### config.mk
export PLATFORM = sky130hd
export DESIGN_NAME = spi_frame_slave
export DESIGN_NICKNAME = d
export VERILOG_FILES = /design/src/rtl/spi_frame_slave.sv
export SDC_FILE = /design/constraint.sdc
export NUM_CORES = 1
export LEC_CHECK = 0
export ABC_CLOCK_PERIOD_IN_PS = 2730
export CORE_AREA = 2 2 184 186
export CTS_CLUSTER_SIZE = 16
export DETAILED_ROUTE_END_ITERATION = 8
export DIE_AREA = 0 0 186 188
export DONT_BUFFER_PORTS = 1
export PLACE_DENSITY_LB_ADDON = 0.05
export SLEW_MARGIN = 20
export SYNTH_ARGS = -nofsm -noshare
export SYNTH_HDL_FRONTEND = slang
export SYNTH_SLANG_ARGS = --single-unit
### constraint.sdc
create_clock -name Mclk -period 2.73 [get_ports Mclk]
set_clock_uncertainty 0.15 [all_clocks]
set_input_delay 0.546 -clock Mclk [delete_from_list [all_inputs] [get_ports Mclk]]
set_output_delay 0.546 -clock Mclk [all_outputs]
set_load 0.005 [all_outputs]
### src/rtl/spi_frame_slave.sv
// SPI mode-0 frame target: oversamples SCK/CS/MOSI on Mclk and decodes
// frames of [address][command][N_BYTES payload]. Command 8'h02 writes the
// payload into Frame_Data; command 8'h03 returns Frame_Data on MISO.
module spi_frame_slave #(
    parameter logic [7:0]  DEV_ADDR    = 8'h5A,
    parameter int unsigned N_BYTES     = 15,
    parameter int unsigned SYNC_STAGES = 2
) (
    input  logic                   Mclk,
    input  logic                   nReset,
    input  logic                   SPI_clk,
    input  logic                   SPI_CS,
    input  logic                   SPI_MOSI,
    output logic                   SPI_MISO,
    output logic                   SPI_MISO_OE,
    output logic [8*N_BYTES-1:0]   Frame_Data,
    output logic                   Frame_Valid,
    output logic                   Addr_Match,
    output logic                   Frame_Error
);

    localparam int unsigned W      = 8 * N_BYTES;
    localparam int unsigned BYTE_W = $clog2(N_BYTES + 1);

    typedef enum logic [2:0] {StIdle, StAddr, StCmd, StData, StIgnore} state_e;

    logic [SYNC_STAGES-1:0] sck_sync, cs_sync, mosi_sync;
    logic                   sck_d, cs_d;
    logic                   sck_s, cs_s, mosi_s;
    logic                   sck_rise, sck_fall, cs_fall, cs_rise;

    state_e                 state_q;
    logic [2:0]             bit_cnt_q;
    logic [BYTE_W-1:0]      byte_cnt_q;
    logic [6:0]             shift_in_q;
    logic [W-2:0]           shadow_q;
    logic [W-1:0]           rd_shift_q;
    logic                   is_read_q;
    logic [7:0]             byte_in;
    logic                   last_bit;
    logic                   partial;

    // Pin synchronisers plus one-cycle delayed copies for edge detection.
    always_ff @(posedge Mclk or negedge nReset) begin
        if (!nReset) begin
            sck_sync  <= '0;
            cs_sync   <= '1;
            mosi_sync <= '0;
            sck_d     <= 1'b0;
            cs_d      <= 1'b1;
        end else begin
            sck_sync  <= {sck_sync[SYNC_STAGES-2:0], SPI_clk};
            cs_sync   <= {cs_sync[SYNC_STAGES-2:0], SPI_CS};
            mosi_sync <= {mosi_sync[SYNC_STAGES-2:0], SPI_MOSI};
            sck_d     <= sck_s;
            cs_d      <= cs_s;
        end
    end

    // Strobes and decode helpers used by the frame FSM.
    always_comb begin
        sck_s    = sck_sync[SYNC_STAGES-1];
        cs_s     = cs_sync[SYNC_STAGES-1];
        mosi_s   = mosi_sync[SYNC_STAGES-1];
        sck_rise = sck_s & ~sck_d;
        sck_fall = ~sck_s & sck_d;
        cs_fall  = cs_d & ~cs_s;
        cs_rise  = ~cs_d & cs_s;
        byte_in  = {shift_in_q, mosi_s};
        last_bit = (bit_cnt_q == 3'd7) && (byte_cnt_q == BYTE_W'(N_BYTES - 1));
        // Any CS rise after bits were clocked but before the payload completed.
        partial  = ((state_q == StAddr) && (bit_cnt_q != 3'd0)) ||
                   (state_q == StCmd) || (state_q == StData);
    end

    // Frame FSM with registered outputs; CS deassertion overrides any SCK strobe.
    always_ff @(posedge Mclk or negedge nReset) begin
        if (!nReset) begin
            state_q     <= StIdle;
            bit_cnt_q   <= '0;
            byte_cnt_q  <= '0;
            shift_in_q  <= '0;
            shadow_q    <= '0;
            rd_shift_q  <= '0;
            is_read_q   <= 1'b0;
            Frame_Data  <= '0;
            Frame_Valid <= 1'b0;
            Frame_Error <= 1'b0;
            Addr_Match  <= 1'b0;
            SPI_MISO    <= 1'b0;
            SPI_MISO_OE <= 1'b0;
        end else begin
            Frame_Valid <= 1'b0;
            Frame_Error <= 1'b0;
            if (cs_rise) begin
                state_q     <= StIdle;
                Addr_Match  <= 1'b0;
                SPI_MISO_OE <= 1'b0;
                SPI_MISO    <= 1'b0;
                Frame_Error <= partial;
            end else begin
                unique case (state_q)
                    StIdle: begin
                        if (cs_fall) begin
                            state_q    <= StAddr;
                            bit_cnt_q  <= '0;
                            byte_cnt_q <= '0;
                        end
                    end
                    StAddr, StCmd: begin
                        if (sck_rise) begin
                            shift_in_q <= byte_in[6:0];
                            bit_cnt_q  <= bit_cnt_q + 3'd1;
                            if (bit_cnt_q == 3'd7) begin
                                if (state_q == StAddr) begin
                                    if (byte_in == DEV_ADDR) begin
                                        Addr_Match <= 1'b1;
                                        state_q    <= StCmd;
                                    end else begin
                                        state_q    <= StIgnore;
                                    end
                                end else if (byte_in == 8'h02) begin
                                    is_read_q  <= 1'b0;
                                    byte_cnt_q <= '0;
                                    state_q    <= StData;
                                end else if (byte_in == 8'h03) begin
                                    is_read_q   <= 1'b1;
                                    byte_cnt_q  <= '0;
                                    rd_shift_q  <= Frame_Data;
                                    SPI_MISO    <= Frame_Data[W-1];
                                    SPI_MISO_OE <= 1'b1;
                                    state_q     <= StData;
                                end else begin
                                    Frame_Error <= 1'b1;
                                    state_q     <= StIgnore;
                                end
                            end
                        end
                    end
                    StData: begin
                        if (sck_rise) begin
                            bit_cnt_q <= bit_cnt_q + 3'd1;
                            if (bit_cnt_q == 3'd7) begin
                                byte_cnt_q <= byte_cnt_q + BYTE_W'(1);
                            end
                            if (is_read_q) begin
                                rd_shift_q <= {rd_shift_q[W-2:0], 1'b0};
                            end else begin
                                shadow_q <= {shadow_q[W-3:0], mosi_s};
                            end
                            if (last_bit) begin
                                if (!is_read_q) begin
                                    Frame_Data  <= {shadow_q, mosi_s};
                                    Frame_Valid <= 1'b1;
                                end
                                SPI_MISO_OE <= 1'b0;
                                state_q     <= StIgnore;
                            end
                        end else if (sck_fall && is_read_q) begin
                            // The shifter advances on rises, so the first fall re-presents the MSB.
                            SPI_MISO <= rd_shift_q[W-1];
                        end
                    end
                    StIgnore: ;
                    default: state_q <= StIdle;
                endcase
            end
        end
    end

endmodule

==> results of run 1 <==
==> cells in the final DEF (no fill, tap or decap), types with 7 or more instances in the layout <==
cell	count
dfrtp_1	387
mux2_2	298
mux2_1	188
clkbuf_16	45
clkbuf_1	15
nor2_1	13
buf_4	13
clkbuf_8	11
inv_1	9
nand2_1	8
o21ai_0	7
ha_1	7
buf_12	7
==> routing by layer <==
layer,global-route usage [%],vias up,wire length (µm)
li1,-,3793,-
met1,22.42,4221,12960
met2,25.46,145,12410
met3,5.690,43,2045
met4,4.543,0,590
met5,0,-,0
==> synthesized netlist by cell type, drive strengths merged (2+ instances only) <==
master,count
nand2b,4
nand3b,3
nor2b,3
nor4b,2
dfrtp,387
a211o,3
nor3b,2
ha,7
o41ai,2
and4,3
nand4,2
mux2,486
o31ai,3
nor3,3
buf,34
inv,9
or3,3
clkbuf,24
a21oi,3
o21ai,7
nor2,13
mux2i,3
a41oi,2
a211oi,3
nand2,8
nor4,2
nand3,3
or4,2
dfstp,3
==> power breakdown <==
group          internal [µW]  switching, µW
combinational            350            444
clock                   3400           2200
sequential              5860           92.9
==> cells by family (layout without fill, tap and decap cells) <==
family,after synthesis,count (layout),synth area share [%]
compound gates,31,31,1.372
xor+xnor,1,1,0.05367
fa+ha+maj,7,7,0.5366
buf+inv,67,107,2.346
flops,390,390,59.82
mux,489,489,33.71
simple gates,57,57,2.162
==> state kept, by name (all words and copies together) (netlist names) <==
register and count:
Frame_Data 120, rd_shift_q 120, shadow_q 119, shift_in_q 7, byte_cnt_q 4, bit_cnt_q 3
state_q 3, cs_sync 2, mosi_sync 2, sck_sync 2, Addr_Match 1, Frame_Error 1
Frame_Valid 1, SPI_MISO 1, SPI_MISO_OE 1, cs_d 1, is_read_q 1, sck_d 1
==> worst min-delay path by stage <==
stage,end
final,Frame_Data[116]
after global routing,shadow_q[102]
after CTS,shadow_q[113]
after detailed placement,shadow_q[113]
after global placement,Frame_Data[114]
after floorplan,Addr_Match
==> final cells by class <==
| type | instances | area (µm²) |
|---|---|---|
| multi-input cells | 585 | 6187 |
| inverters | 9 | 33.78 |
| clock inverters | 4 | 45.04 |
| flip-flops and latches | 390 | 9763 |
| repair buffers | 23 | 267.8 |
| well taps | 448 | 560.5 |
| clock buffers | 71 | 1334 |
| fillers | 2720 | 14920 |
==> stage by stage <==
stage	hold WS [ns]	power (µW)	util (%)	instances	instance area (µm²)
6_report	-0.4250	12350	54.94	1530	18190
5_1_grt	-0.4479	12870	54.94	1530	18190
4_1_cts	-0.4517	12560	54.94	1530	18190
3_5_place_dp	0.1161	6844	50.68	1452	16780
3_3_place_gp	0.1106	6839	50.68	1452	16780
2_1_floorplan	0.1004	6639	-	1042	16320
==> worst max-delay path, delay by kind of cell (launching register included) <==
family / cells / cell delay (ns)
AND/OR/NAND/NOR: 2 / 0.65
buffers and inverters: 2 / 0.28
adder cells (fa/ha/maj): 1 / 0.19
AO/OA/AOI/OAI: 1 / 0.31
flip-flops: 1 / 0.53
multiplexers: 1 / 0.36
==> impl_results.md, run 1 <==
* Vias per cell at about 5.4
* Clock transition at the registers of the reported paths at 0.06 ns
* P_leak at 0.009525 µW
* CP arrival at 2.89 ns
* Post-CTS sizing at 0
* Area leader, netlist: dfrtp_1
* Max_cap viols at 0
* Top area cells in the synthesized netlist: dfrtp_1 (59%), mux2_2 (21%), mux2_1 (13%), buf_6 (0.76%), clkbuf_1 (0.55%)
* DR WL/cell at 18.30 µm
* Residual DRC at 0
* Site Rows at 67
* Total gr overflow at 0
* Failing checks: hold timing
* Post-synth EDFFs at 0
* Hold buffer count at cts at 3
* Unique masters post-synth at 49
* Req. time, crit path at ~3.0 ns
* Setup Fix Bufs, Post-CTS at 0
* RSZ-0062 raised after global routing: no
* Pre-CTS WS at 0.1084 ns
* Clk sink count at 390
* Tightest Pin Transition at around 1.2 ns
* Max Fclk at between 300 and 400 MHz
* Final ANT Viol Nets at 0
* First-pass GRT wire length at 47.04 mm
* Min Tclk post-route at roughly 2.6 ns
* Area delta synth->final at 11.45%
* IO Port Bufs at 0
* Synth Register Bits at 390
* Gp weighted congestion at 0.8363
* I/O pin count at between 100 and 150
* Worst r2r src: cs_d
* Mapped Nets at 1054
* Pre-antenna DRT Iters at 4
* Nets@finish at 1064
* Peak supply drop at 0.4172 mV
* YS warnings at 0
* Mean post-synth cell area at 15.66 µm²
* Worst Setup EP: rd_shift_q[17]
* Status: finished, violations left
* Clock root buffer: clkbuf_16
* Register area share after synthesis at 59.82%
* Final Setup Violations at 0
* Reg2reg path depth at 7
* Reg2Reg Setup Slack at 0.1 ns
* Startpoint types: flip-flop
* Pin count of the biggest net entering global routing at slightly below 400
* Fin worst setup slack at 0.09899 ns
* HP Class: in -> async
* CP max stage delay at 0.53 ns
* Routed via count at 8202
* Share of cells above drive strength 1 at between 30% and 40%
* Worst Path Max Fanout at 40
* Die X at ~190 µm
* Vias in the first global route at roughly 9k
* Starting Density at between 40 and 50%
* Worst skew pair latency at 0.52 ns
* Prevailing post-synth register cell: dfrtp_1
* DRT iter0 DRCs at approximately 470
* Post-Route WL at 28.00 mm
* Pins Over Slew Limit at 0
* CTS tree: done
* All-Layer GR Usage at 16.57%
* Share of the synthesized area in the top cell type at 59.33%
* Critical path's slowest cell: dfstp_2
* Sum of negative setup slack at 0 ns
* Pwr/cell area at 679.1 nW/µm²
* Initial antenna violation count at 0
* Die area at 34970 µm²
* Crit path cell chain: inv_1 -> ha_1 -> or2_2 -> nor3_1 -> o211a_4 -> buf_12 -> mux2_2
* Hold_ws at -0.4250 ns
* Rel. slew slack at a little over a fifth
* Chip Height at 188 µm
* Synth Cell Area at ~16000 µm²
* RR Endpoint: rd_shift_q[17]
* Cts bufs inserted at 43
* Crit path from: cs_d
* Core Box Area at 33110 µm²
* Hold Fails Final Rpt at 387
* Setup CP Type: reg -> reg
* Crit. End Element: flip-flop
* DP HPWL at 16.41 mm
* Max Root-Sink Buffers at 3
* H-tree depth at 2
* Ys async rst share at 100.0%
* Antenna diode count at 0
* Synth Instances at 1042
* Final period util at approximately 96%
(Power assumes the default switching activity.)
==> run 2, diff against run 1 <==
--- a/config.mk
+++ b/config.mk
@@ -6,10 +6,10 @@
 export NUM_CORES = 1
 export LEC_CHECK = 0
 export ABC_CLOCK_PERIOD_IN_PS = 2730
-export CORE_AREA = 2 2 184 186
+export CORE_AREA = 2 2 206 167
 export CTS_CLUSTER_SIZE = 16
 export DETAILED_ROUTE_END_ITERATION = 8
-export DIE_AREA = 0 0 186 188
+export DIE_AREA = 0 0 208 169
 export DONT_BUFFER_PORTS = 1
 export PLACE_DENSITY_LB_ADDON = 0.05
 export SLEW_MARGIN = 20
==> impl_results.md, run 2 (synthesis gave the netlist of run 1 again) <==
* Routed via count at 8186
* Rel. slew slack at roughly 28%
* DP HPWL at approximately 17 mm
* Total gr overflow at 0
* Max Root-Sink Buffers at 3
* Sum of negative setup slack at 0 ns
* Final Setup Violations at 0
* I/O pin count at 130
* Startpoint types: flip-flop
* Most common cell after layout, fill and taps aside: dfrtp_1
* All-Layer GR Usage at 16.91%
* Max Fclk at 393.2 MHz
* Sequential share of power at 48.0%
* H-tree depth at 2
* Pwr/cell area at 680.4 nW/µm²
* Setup Fix Bufs, Post-CTS at 0
* Clk pwr share at 45.4%
* Tightest Pin Transition at 1.078 ns
* Peak supply drop at 0.4998 mV
* Pin count of the biggest net entering global routing at about 390
* Area delta synth->final at 11.35%
* Worst skew pair latency at 0.54 ns
* Share of cells above drive strength 1 at 36.30%
* DRT iter0 DRCs at 373
* Chip Height at 169 µm
* P_int at 9609 µW
* Residual DRC at 0
* Commonest cells after routing, fill and taps aside: dfrtp_1 (387), mux2_2 (298), mux2_1 (188)
* Logic pwr share at approximately 6.6%
* Hold buffer count at cts at 3
* Clock transition at the registers of the reported paths at about 0.060 ns
* Grt met1 use at 25.02%
* Fillers at approximately 2.7k
* Die X at approximately 210 µm
* Switch share at between 20% and 30%
* Setup CP Type: reg -> reg
* Clk sink count at 390
* Hold_ws at -0.4488 ns
* Hold Fails Final Rpt at 387
* Cts bufs inserted at 41
* Starting Density at between 40% and 50%
* Initial antenna violation count at 0
* Clock root buffer: clkbuf_16
* RR Endpoint: rd_shift_q[37]
* Failing checks: hold timing
* Reg2reg path depth at 7
* Min Tclk post-route at roughly 2.5 ns
* M2 GR Usage at 23.89%
* RSZ-0062 raised after global routing: no
* Gp weighted congestion at approximately 0.80
* Met3 track demand over resource at 5.028%
* Die area at about 35000 µm²
* P_leak at 0.009530 µW
* Post-Route WL at 29.11 mm
* Reg2Reg Setup Slack at 0.19 ns
* Max_cap viols at 0
* Top Registers: Frame_Data (120), rd_shift_q (120), shadow_q (119)
* Crit path from: cs_d
* Pins Over Slew Limit at 0
* Vias per cell at 5.414
* Crit. End Element: flip-flop
* Req. time, crit path at ~3.0 ns
* Nets@finish at 1061
* IO Port Bufs at 0
* First-pass GRT wire length at 48.40 mm
* Core Box Area at 33180 µm²
* Worst r2r src: cs_d
* CP arrival at 2.81 ns
* Worst Path Max Fanout at 45
* P_sw at 2756 µW
* Final period util at 93.15%
* Final ANT Viol Nets at 0
* Status: finished, violations left
* Pre-antenna DRT Iters at 4
* DR WL/cell at 19.25 µm
* Site Rows at 60
* CTS tree: done
* Pwr Total at 12370 µW
* Vias in the first global route at around 8.5k
* HP Class: in -> async
* GRT busiest layer: met1
[run 2: power by group through the flow]
stage	combinational (µW)	clock (µW)	sequential, µW
global placement	802	0	6040
floorplan	618	0	6020
CTS	809	5790	5940
global route	893	6020	5950
finish	817	5610	5940
detailed placement	802	0	6050
[run 2: what timing repair did]
action / in CTS / in global routing
endpoints found under the hold margin: 393 / 390
endpoints found under the setup margin: 0 / 63
gates resized for setup: 0 / 2
[run 2: critical path, stage by stage (launching register included)]
cell	delay, ns
dfstp_2	0.53
inv_1	0.04
ha_1	0.19
or2_2	0.30
nor3_2	0.27
o211a_4	0.28
buf_12	0.27
mux2_1	0.35
[run 2: worst max-delay path by stage]
| stage | to | slack (ns) | depth (start not counted) |
|---|---|---|---|
| 3_3_place_gp | rd_shift_q[66] | 0.12 | 7 |
| 5_1_grt | rd_shift_q[32] | 0.07 | 7 |
| 2_1_floorplan | rd_shift_q[110] | 0.30 | 8 |
| 6_report | rd_shift_q[37] | 0.19 | 7 |
| 3_5_place_dp | rd_shift_q[62] | 0.04 | 7 |
| 4_1_cts | rd_shift_q[62] | 0.04 | 7 |
[run 2: routing by layer]
layer  vias to the layer above  wire length (µm)
met1                      4214             14540
met3                        41              1797
met5                         -                 0
met2                       130             12220
met4                         0               551
li1                       3801                 -
[run 2: metrics by stage]
step / cells / util (%) / hold slack, ns / worst slack [ns] / instance area (µm²)
6_report: 1512 / 54.77 / -0.4488 / 0.1870 / 18170
5_1_grt: 1511 / 54.76 / -0.4813 / 0.06723 / 18170
4_1_cts: 1511 / 54.74 / -0.4766 / 0.03507 / 18160
3_5_place_dp: 1437 / 50.50 / 0.1083 / 0.04255 / 16760
3_3_place_gp: 1437 / 50.50 / 0.1086 / 0.1202 / 16760
2_1_floorplan: 1042 / - / 0.1004 / 0.2966 / 16320
[run 2: final cells by class]
| class | count | area [µm²] | share of cell area [%] |
|---|---|---|---|
| Sequential cell | 390 | 9763 | 53.72 |
| Multi-Input combinational cell | 585 | 6192 | 34.07 |
| Clock buffer | 67 | 1326 | 7.298 |
| Tap cell | 434 | 543.0 | 2.988 |
| Timing Repair Buffer | 22 | 264.0 | 1.453 |
| Clock inverter | 4 | 48.80 | 0.2685 |
| Inverter | 9 | 33.78 | 0.1859 |
| Antenna cell | 1 | 2.502 | 0.01377 |
==> run 3, diff against run 2 <==
--- a/config.mk
+++ b/config.mk
@@ -6,6 +6,8 @@
 export NUM_CORES = 1
 export LEC_CHECK = 0
 export ABC_CLOCK_PERIOD_IN_PS = 2730
+export CELL_PAD_IN_SITES_DETAIL_PLACEMENT = 0
+export CELL_PAD_IN_SITES_GLOBAL_PLACEMENT = 1
 export CORE_AREA = 2 2 206 167
 export CTS_CLUSTER_SIZE = 16
 export DETAILED_ROUTE_END_ITERATION = 8
==> impl_results.md, run 3 (synthesis gave the netlist of run 1 again) <==
* Worst Path Max Fanout at 100
* Nets@finish at 1058
* RR Endpoint: Frame_Data[112]
* Sum of negative setup slack at 0 ns
* Critical path's slowest cell: or4_4
* Pre-antenna DRT Iters at 6
* Clock root buffer: clkbuf_16
* Reg2Reg Setup Slack at roughly 0.21 ns
* DR WL/cell at 19.05 µm
* Pwr Total at 12370 µW
* Max Root-Sink Buffers at 3
* Top Registers: Frame_Data (120), rd_shift_q (120), shadow_q (119)
* Status: finished, violations left
* Cts bufs inserted at 40
* Chip Height at 169 µm
* Largest delay share family, worst path: simple AND/OR/NAND/NOR gates
* Vias per cell at 5.396
* Placed insts at 1435
* Min Tclk post-route at 2.520 ns
* Fillers at 2731
* Rel. slew slack at between 30 and 40%
* Pins Over Slew Limit at 0
* Residual DRC at 0
* Gp weighted congestion at 0.7682
* Post-Route WL at between 20 and 30 mm
* Vias in the first global route at 8530
* HP Class: in -> async
* Final period util at around 92%
* DP HPWL at 16.79 mm
* Failing checks: hold timing
* I/O pin count at 130
* Area of the multi-input gates at around 6200 µm²
* RSZ-0062 raised after global routing: no
* Pwr/cell area at between 600 and 700 nW/µm²
* H-tree depth at 2
* P_leak at 0.009520 µW
* Tightest Pin Transition at 1.020 ns
* Total gr overflow at 0
* Register area at 9763 µm²
* CTS tree: done
* Startpoint types: flip-flop
* DRT iter0 DRCs at 376
* Clk sink count at 390
* Setup CP Type: reg -> reg
* Core Box Area at 33180 µm²
* Site Rows at 60
* Final Setup Violations at 0
* IO Port Bufs at 0
* Setup Fix Bufs, Post-CTS at 0
* CP max stage delay at 0.58 ns
* Peak supply drop at 0.5092 mV
* All-Layer GR Usage at 16.71%
* Crit path cell chain: inv_1 -> ha_1 -> or4_4 -> nand2b_4 -> buf_12 -> mux2_1
* Post-place instance area at 16730 µm²
* Reg2reg path depth at 6
* Die area at 35150 µm²
* Non-Filler Instances at 1511
* Max Fclk at 396.8 MHz
* Share of cells above drive strength 1 at 36.68%
* Hold Fails Final Rpt at between 300 and 400
* Pin count of the biggest net entering global routing at 391
* Antenna diode count at 0
* Req. time, crit path at 2.99 ns
* Routed via count at 8154
* Worst r2r src: cs_d
* Starting Density at 49.19%
* Most common cell after layout, fill and taps aside: dfrtp_1
* Commonest cells after routing, fill and taps aside: dfrtp_1 (387), mux2_2 (298), mux2_1 (188)
* Crit. End Element: flip-flop
* Area delta synth->final at 11.23%
* Buf/Inv on CP at 2
* Die X at 208 µm
* Hold_ws at -0.4475 ns
* Final ANT Viol Nets at 0
* Final instance area at around 18000 µm²
* Worst skew pair latency at between 0.5 and 0.6 ns
* Clock transition at the registers of the reported paths at 0.06 ns
* Hold buffer count at cts at 3
* Max_cap viols at 0
* First-pass GRT wire length at around 48 mm
* Initial antenna violation count at 1
* CP arrival at between 2 and 3 ns
run 3: cell types whose count changed in the layout (fill, tap and decap cells not counted), sizes merged:
cell / previous run / this run
inv: 10 / 9
clkbuf: 67 / 60
diode: 1 / 0
buf: 19 / 17
bufinv: 1 / 2
clkinv: 2 / 9
clkinvlp: 0 / 2
run 3: through the flow:
step	hold slack, ns	util (%)	setup slack (ns)
2_1_floorplan	0.1004	-	0.2966
3_3_place_gp	0.1091	50.42	0.1471
3_5_place_dp	0.1083	50.42	0.1129
4_1_cts	-0.4757	54.70	0.1045
5_1_grt	-0.4794	54.71	0.06130
6_report	-0.4475	54.71	0.2096
run 3: worst max path at each step:
stage	cells past startpoint	startpoint	to	slack, ns
floorplan	8	cs_d	rd_shift_q[110]	0.30
global placement	7	cs_d	rd_shift_q[68]	0.15
detailed placement	7	cs_d	rd_shift_q[71]	0.11
CTS	7	cs_d	rd_shift_q[78]	0.10
global route	7	cs_d	rd_shift_q[79]	0.06
finish	6	cs_d	Frame_Data[112]	0.21
run 3: layout make-up:
type                    instances  area share, %
repair buffers                 20          1.282
clock inverters                13         0.7236
inverters                       9         0.1861
clock buffers                  60          6.933
well taps                     434          2.991
multi-input cells             585          34.11
flip-flops and latches        390          53.78
run 3: worst reg2reg max path, cell delays in order, from the launching register on:
cell and delay (ns):
dfstp_2 0.53, inv_1 0.04, ha_1 0.19, or4_4 0.58, nand2b_4 0.18, buf_12 0.28, mux2_1 0.47
run 3: repair_timing:
item                                    4_1_cts  5_1_grt
gates resized for setup                       0        1
hold endpoints to repair                    393      390
endpoints found under the setup margin        0       94
run 3: metal layers:
metal | part of all wire [%] | global-route usage [%]
met1 | 50 | 24.17
met2 | 42 | 23.72
met3 | 6.8 | 5.696
met4 | 2.0 | 5.211
met5 | 0 | 0
run 3: power by group:
| group | internal [µW] | switching (µW) |
|---|---|---|
| clock network | 3380 | 2230 |
| registers | 5860 | 72.6 |
| logic | 352 | 474 |
